==> src/rtl/rc4_pkg.sv <==
// RC4 PRGA engine package: FSM state encoding and default plaintext filter bounds.
package rc4_pkg;

    localparam int unsigned CHAR_LO_DEF    = 97;
    localparam int unsigned CHAR_HI_DEF    = 122;
    localparam int unsigned CHAR_EXTRA_DEF = 32;

    typedef enum logic [3:0] {
        StIdle,
        StIncI,
        StRdSi,
        StRdSj,
        StWrSi,
        StWrSj,
        StRdF,
        StWrite,
        StDone
    } state_e;

    // True when a decrypted byte is within the accepted plaintext alphabet.
    function automatic logic char_ok(input int unsigned v, input int unsigned lo,
                                     input int unsigned hi, input int unsigned extra);
        return ((v >= lo) && (v <= hi)) || (v == extra);
    endfunction

endpackage

==> src/rtl/rc4_prga_engine.sv <==
// RC4 keystream generator / decryptor: walks the S RAM one byte per 7 cycles and writes
// ciphertext XOR keystream into the answer RAM.
// Optional plaintext rejection is enabled by defining RC4_PLAINTEXT_CHECK_EN.
module rc4_prga_engine
    import rc4_pkg::*;
#(
    parameter int unsigned DATA_W     = 8,
    parameter int unsigned S_ADDR_W   = 8,
    parameter int unsigned MSG_ADDR_W = 5,
    parameter int unsigned CHAR_LO    = CHAR_LO_DEF,
    parameter int unsigned CHAR_HI    = CHAR_HI_DEF,
    parameter int unsigned CHAR_EXTRA = CHAR_EXTRA_DEF
) (
    input  logic                  clk,
    input  logic                  reset_n,
    input  logic                  start,
    input  logic                  abort,
    input  logic [MSG_ADDR_W:0]   msg_len,
    input  logic [DATA_W-1:0]     s_rdata,
    output logic [S_ADDR_W-1:0]   s_addr,
    output logic [DATA_W-1:0]     s_wdata,
    output logic                  s_wren,
    input  logic [DATA_W-1:0]     k_rdata,
    output logic [MSG_ADDR_W-1:0] k_addr,
    output logic [MSG_ADDR_W-1:0] a_addr,
    output logic [DATA_W-1:0]     a_wdata,
    output logic                  a_wren,
    output logic                  busy,
    output logic                  done,
    output logic                  success,
    output logic [MSG_ADDR_W-1:0] fail_idx
);

`ifdef RC4_PLAINTEXT_CHECK_EN
    localparam bit CheckEn = 1'b1;
`else
    localparam bit CheckEn = 1'b0;
`endif

    localparam logic [S_ADDR_W-1:0]   SOne   = S_ADDR_W'(1);
    localparam logic [MSG_ADDR_W-1:0] KOne   = MSG_ADDR_W'(1);
    localparam logic [MSG_ADDR_W:0]   LenOne = (MSG_ADDR_W + 1)'(1);

    state_e                state_q;
    logic [S_ADDR_W-1:0]   i_q, j_q;
    logic [DATA_W-1:0]     si_q, sj_q;
    logic [MSG_ADDR_W-1:0] k_q, fail_idx_q;
    logic [MSG_ADDR_W:0]   len_q;
    logic                  success_q;

    logic [S_ADDR_W-1:0]   j_sum, f_addr;
    logic [DATA_W-1:0]     pt;
    logic                  reject, last_byte, busy_int;

    // Datapath helpers: new j, keystream address, decrypted byte and its verdict.
    always_comb begin
        j_sum     = j_q + S_ADDR_W'(s_rdata);
        f_addr    = S_ADDR_W'(si_q) + S_ADDR_W'(sj_q);
        pt        = s_rdata ^ k_rdata;
        reject    = CheckEn && !char_ok(32'(pt), CHAR_LO, CHAR_HI, CHAR_EXTRA);
        last_byte = ({1'b0, k_q} == (len_q - LenOne));
        busy_int  = (state_q != StIdle) && (state_q != StDone);
    end

    // Control FSM and per-byte state registers; abort preempts every busy state.
    always_ff @(posedge clk or negedge reset_n) begin
        if (!reset_n) begin
            state_q    <= StIdle;
            i_q        <= '0;
            j_q        <= '0;
            k_q        <= '0;
            si_q       <= '0;
            sj_q       <= '0;
            len_q      <= '0;
            fail_idx_q <= '0;
            success_q  <= 1'b0;
        end else if (abort && busy_int) begin
            state_q   <= StIdle;
            success_q <= 1'b0;
        end else begin
            unique case (state_q)
                StIdle: begin
                    if (start) begin
                        fail_idx_q <= '0;
                        if (msg_len != '0) begin
                            len_q     <= msg_len;
                            i_q       <= '0;
                            j_q       <= '0;
                            k_q       <= '0;
                            success_q <= 1'b0;
                            state_q   <= StIncI;
                        end else begin
                            success_q <= 1'b1;
                            state_q   <= StDone;
                        end
                    end
                end
                StIncI: begin
                    i_q     <= i_q + SOne;
                    state_q <= StRdSi;
                end
                StRdSi: begin
                    si_q    <= s_rdata;
                    j_q     <= j_sum;
                    state_q <= StRdSj;
                end
                StRdSj: begin
                    sj_q    <= s_rdata;
                    state_q <= StWrSi;
                end
                StWrSi:  state_q <= StWrSj;
                StWrSj:  state_q <= StRdF;
                StRdF:   state_q <= StWrite;
                StWrite: begin
                    if (reject) begin
                        success_q  <= 1'b0;
                        fail_idx_q <= k_q;
                        state_q    <= StDone;
                    end else if (last_byte) begin
                        success_q <= 1'b1;
                        state_q   <= StDone;
                    end else begin
                        k_q     <= k_q + KOne;
                        state_q <= StIncI;
                    end
                end
                StDone:  state_q <= StIdle;
                default: state_q <= StIdle;
            endcase
        end
    end

    // Memory-port decode; write enables are gated by abort in the same cycle.
    always_comb begin
        s_addr  = '0;
        s_wdata = '0;
        s_wren  = 1'b0;
        a_wdata = '0;
        a_wren  = 1'b0;
        unique case (state_q)
            StIncI: s_addr = i_q + SOne;
            StRdSi: s_addr = j_sum;
            StWrSi: begin
                s_addr  = i_q;
                s_wdata = sj_q;
                s_wren  = !abort;
            end
            StWrSj: begin
                s_addr  = j_q;
                s_wdata = si_q;
                s_wren  = !abort;
            end
            StRdF:  s_addr = f_addr;
            StWrite: begin
                a_wdata = pt;
                a_wren  = !abort;
            end
            default: ;
        endcase
    end

    assign k_addr   = k_q;
    assign a_addr   = k_q;
    assign busy     = busy_int;
    assign done     = (state_q == StDone);
    assign success  = success_q;
    assign fail_idx = CheckEn ? fail_idx_q : '0;

endmodule

==> config.mk <==
export PLATFORM = sky130hd
export DESIGN_NAME = rc4_prga_engine
export DESIGN_NICKNAME = d
export VERILOG_FILES = /design/src/rtl/rc4_pkg.sv /design/src/rtl/rc4_prga_engine.sv
export SDC_FILE = /design/constraint.sdc
export NUM_CORES = 1
export LEC_CHECK = 0
export ABC_AREA = 0
export ABC_CLOCK_PERIOD_IN_PS = 2700
export CAP_MARGIN = 40
export CORE_MARGIN = 4
export CORE_UTILIZATION = 35
export CTS_CLUSTER_DIAMETER = 80
export CTS_CLUSTER_SIZE = 20
export DETAILED_ROUTE_END_ITERATION = 10
export GPL_ROUTABILITY_DRIVEN = 0
export PLACE_DENSITY = 0.68
export RECOVER_POWER = 100
export SLEW_MARGIN = 20
export SYNTH_ARGS = -nofsm -noshare
export SYNTH_HDL_FRONTEND = slang
export SYNTH_SLANG_ARGS = --single-unit
==> constraint.sdc <==
create_clock -name clk -period 2.7 [get_ports clk]
set_input_delay 0.27 -clock clk [delete_from_list [all_inputs] [get_ports clk]]
set_output_delay 0.27 -clock clk [all_outputs]
set_load 0.05 [all_outputs]
==> flow_summary_export.csv <==
group,metric,value,unit
die,fp.dieArea,0.0118,mm²
clocking,cts_buffer_depth,2,
sta,worstMarginPinSlew,1.15,ns
worst_hold_path,hp-start,"s_rdata[2]",
power,p_sw,2.21,mW
detailed_routing,via_per_inst,5.25,
worst_hold_path,holdPathEnd,"si_q[2]",
cells_and_area,final_cells,596,
logic_synthesis,ys_top_cells_by_count,"dfrtp_1 (48), nand2_1 (38), nor2_1 (32)",
clocking,clock_latency,0.31,ns
power,leakage,2.05,nW
detailed_routing,wire_per_inst,16.2,µm
logic_synthesis,synthDominantCellAreaShare,33.8,%
logic_synthesis,async_flop_share,100,%
setup_path,path_class,"flop to output port",
placement,hpwlAfterDp,7.14,mm
global_route,grt_max_degree,28,
logic_synthesis,syn_area,0.00355,mm²
setup_path,r2r_cells,5,
die,chipWidth,109,µm
clocking,clkSlewWorstSetupHoldPaths,0.10,ns
worst_hold_path,hp-class,"input port to flop",
placement,dp_cells,574,
logic_synthesis,yosys_warnings,0,
detailed_routing,ant_nets,0,
logic_synthesis,yosysMostFrequentCell,"dfrtp_1",
logic_synthesis,synth_seq_cells,48,
cells_and_area,diodes,0,
run,cap_violations,0,
power,seqPwrFrac,26.7,%
sta,clock_skew,0.0105,ns
setup_path,reg2reg_to,"i_q[5]",
power,vdd.ir_drop.worst,0.355,mV
sta,period_needed,2.76,ns
die,io_pins,70,
sta,fmax,362,MHz
power,p_sw_share,46.1,%
sta,hold_slack,0.457,ns
sta,fin_crit_sh,102,%
sta,final_hold_viol_count,0,
global_route,grt.overflow.total,0,
logic_synthesis,synthDistinctLibCells,55,
power,internal_power,2.58,mW
cells_and_area,syn2layout_area_growth,31.3,%
sta,drv_slew,0,
global_route,grt_pass1_vias,3093,
sta,relSlewSlack,23.2,%
sta,rsz0062_at_grt,"yes",
clocking,ctsRootBufferMaster,"clkbuf_8",
global_route,grtUsageTotal,16.5,%
global_route,antenna_found_initial,0,
sta,layout_setup_ws,-0.0606,ns
die,start_util,36.2,%
setup_path,worstSetupStartpointType,"flop",
power,clkPwrFrac,9.0,%
die,core,0.00982,mm²
detailed_routing,drt_iter0_markers,166,
power,power_frac_comb,64.3,%
logic_synthesis,yosysSeqAreaShare,33.8,%
outcome,status,"complete, but fails checks",
logic_synthesis,syn_avg_cell_area,9.47,µm²
clocking,cts_made_buffers,5,
detailed_routing,drt-pass1-iter-count,4,
cells_and_area,fin_nets,508,
die,die_h,109,µm
clocking,cts_sinks,48,
logic_synthesis,synth_cells,375,
cells_and_area,n_fill_cell,942,
global_route,grt_pass1_wl,15.4,mm
placement,dp_slack,-0.214,ns
clocking,cts_tree,"built",
detailed_routing,wirelength,9.66,mm
logic_synthesis,synth_top_area_cell,"dfrtp_1",
setup_path,cp_data_arrival_time,2.49,ns
outcome,failed_checks,"negative setup slack",
placement,port_buffers,64,
setup_path,rrSetupSlack,0.09,ns
power,cellPowerDensity,1030,mW/mm²
setup_path,critPathMaxFanout,2,
setup_path,end_kind,"output port",
detailed_routing,route.detailed.drc,0,
cells_and_area,drive_above_1_share,25.5,%
die,row_count,36,
logic_synthesis,synth.area.top_cells,"dfrtp_1 (34%), mux2_2 (7.9%), ha_1 (6.0%)",
logic_synthesis,yosys_most_used_dff,"dfrtp_1",
setup_path,r2r-start,"state_q[2]",
clocking,cts_max_level,2,
detailed_routing,vias,3130,
sta,setup_viol_count_final,3,
logic_synthesis,synth_edf_count,0,
setup_path,worstPathRequired,2.43,ns
worst_hold_path,whs_path_depth,3,
-- placed cells by master (no fill, tap or decap), drive strengths merged, types with 3 or more instances in the layout --
master | Yosys | final
buf | 19 | 35
a31oi | 12 | 12
a22oi | 3 | 3
a21oi | 20 | 20
or3 | 4 | 4
nand4 | 3 | 3
dfrtp | 48 | 48
o21ai | 18 | 18
nand3 | 8 | 8
xnor2 | 23 | 23
clkdlybuf4s50 | 0 | 22
a21o | 3 | 3
nor3 | 13 | 13
and3 | 7 | 7
ha | 17 | 17
o211ai | 3 | 3
o21bai | 3 | 3
nor2b | 4 | 4
inv | 12 | 12
a22o | 13 | 13
xor2 | 6 | 6
nand2b | 7 | 7
and2 | 3 | 3
dlygate4sd3 | 0 | 13
clkbuf | 2 | 30
o21a | 4 | 4
nor2 | 33 | 33
a211oi | 4 | 4
nand2 | 39 | 39
mux2 | 25 | 25
conb | 1 | 5
-- metal layers --
metal | wire length [µm] | global-route usage [%] | share of wire, %
met1 | 4290 | 21.7 | 44
met2 | 4810 | 27.7 | 50
met3 | 389 | 2.31 | 4.0
met4 | 162 | 5.59 | 1.7
met5 | 0 | 0 | 0
-- worst max-delay path: stages, from the launching register on --
cell and delay, ns:
dfrtp_2 0.44, ha_4 0.29, a211oi_4 0.06, buf_4 0.13
buf_4 0.12, buf_4 0.12, buf_6 0.10, buf_6 0.11
buf_6 0.10, buf_6 0.11, nor2_4 0.08, nor3_2 0.05
a21oi_1 0.13, nand2_1 0.13, buf_12 0.18
-- power groups by stage --
stage	Clock [mW]	Combinational [mW]	Sequential, mW
final	0.430	3.08	1.28
after global routing	0.464	3.34	1.32
after CTS	0.438	2.98	1.28
after detailed placement	0	2.76	1.29
after global placement	0	2.69	1.28
after floorplan	0	2.00	1.20
-- how the worst max path moves through the flow --
stage,startpoint,to,slack (ns),cells after the start
3_5_place_dp,s_rdata[1],s_addr[7],-0.21,9
4_1_cts,j_q[1],s_addr[7],-0.13,8
6_report,j_q[1],s_addr[3],-0.06,14
3_3_place_gp,s_rdata[1],s_addr[7],-0.15,9
5_1_grt,j_q[1],s_addr[7],-0.13,8
2_1_floorplan,j_q[0],s_addr[6],0.03,8
-- area by class of cell --
cell class | instances | area (µm²) | share of cell area (%)
multi-input combinational | 298 | 2270 | 48.8
tap | 133 | 166 | 3.57
inverter | 12 | 45.0 | 0.966
clock inverter | 1 | 5.00 | 0.107
clock buffer | 6 | 72.6 | 1.56
sequential | 48 | 1200 | 25.8
timing repair buffer | 98 | 895 | 19.2
-- kinds of logic (layout without fill, tap and decap cells) --
kind of cell / count (synthesis) / in the layout / synth area share [%]
simple gates: 125 / 125 / 18.8
other cells: 1 / 5 / 0.106
flops: 48 / 48 / 33.8
fa+ha+maj: 19 / 19 / 7.12
buf+inv: 33 / 117 / 5.25
compound gates: 93 / 93 / 19.2
xor+xnor: 29 / 29 / 7.15
mux: 27 / 27 / 8.49
-- registers in the layout, summed over array words and instances, names as in the netlist --
| register | cells |
|---|---|
| sj_q | 8 |
| len_q | 6 |
| state_q | 4 |
| si_q | 8 |
| a_addr | 5 |
| i_q | 8 |
| success | 1 |
| j_q | 8 |
-- repair_timing --
item                                    in CTS  in global routing
hold buffers                                 1                  0
buffers inserted                            10                  4
pin swaps                                   11                 11
endpoints found under the setup margin       3                  7
hold endpoints to repair                    21                  0
gates resized for setup                     17                 22
-- through the flow --
step	utilization (%)	area [µm²]	total power, mW	setup TNS, ns
5_1_grt	47.5	4660	5.12	-0.567
3_5_place_dp	46.1	4520	4.06	-0.340
4_1_cts	48.5	4760	4.69	-0.278
3_3_place_gp	45.9	4500	3.97	-0.277
6_report	47.5	4660	4.79	-0.0951
2_1_floorplan	-	3570	3.20	0
Power figures use the tool's default switching activity.
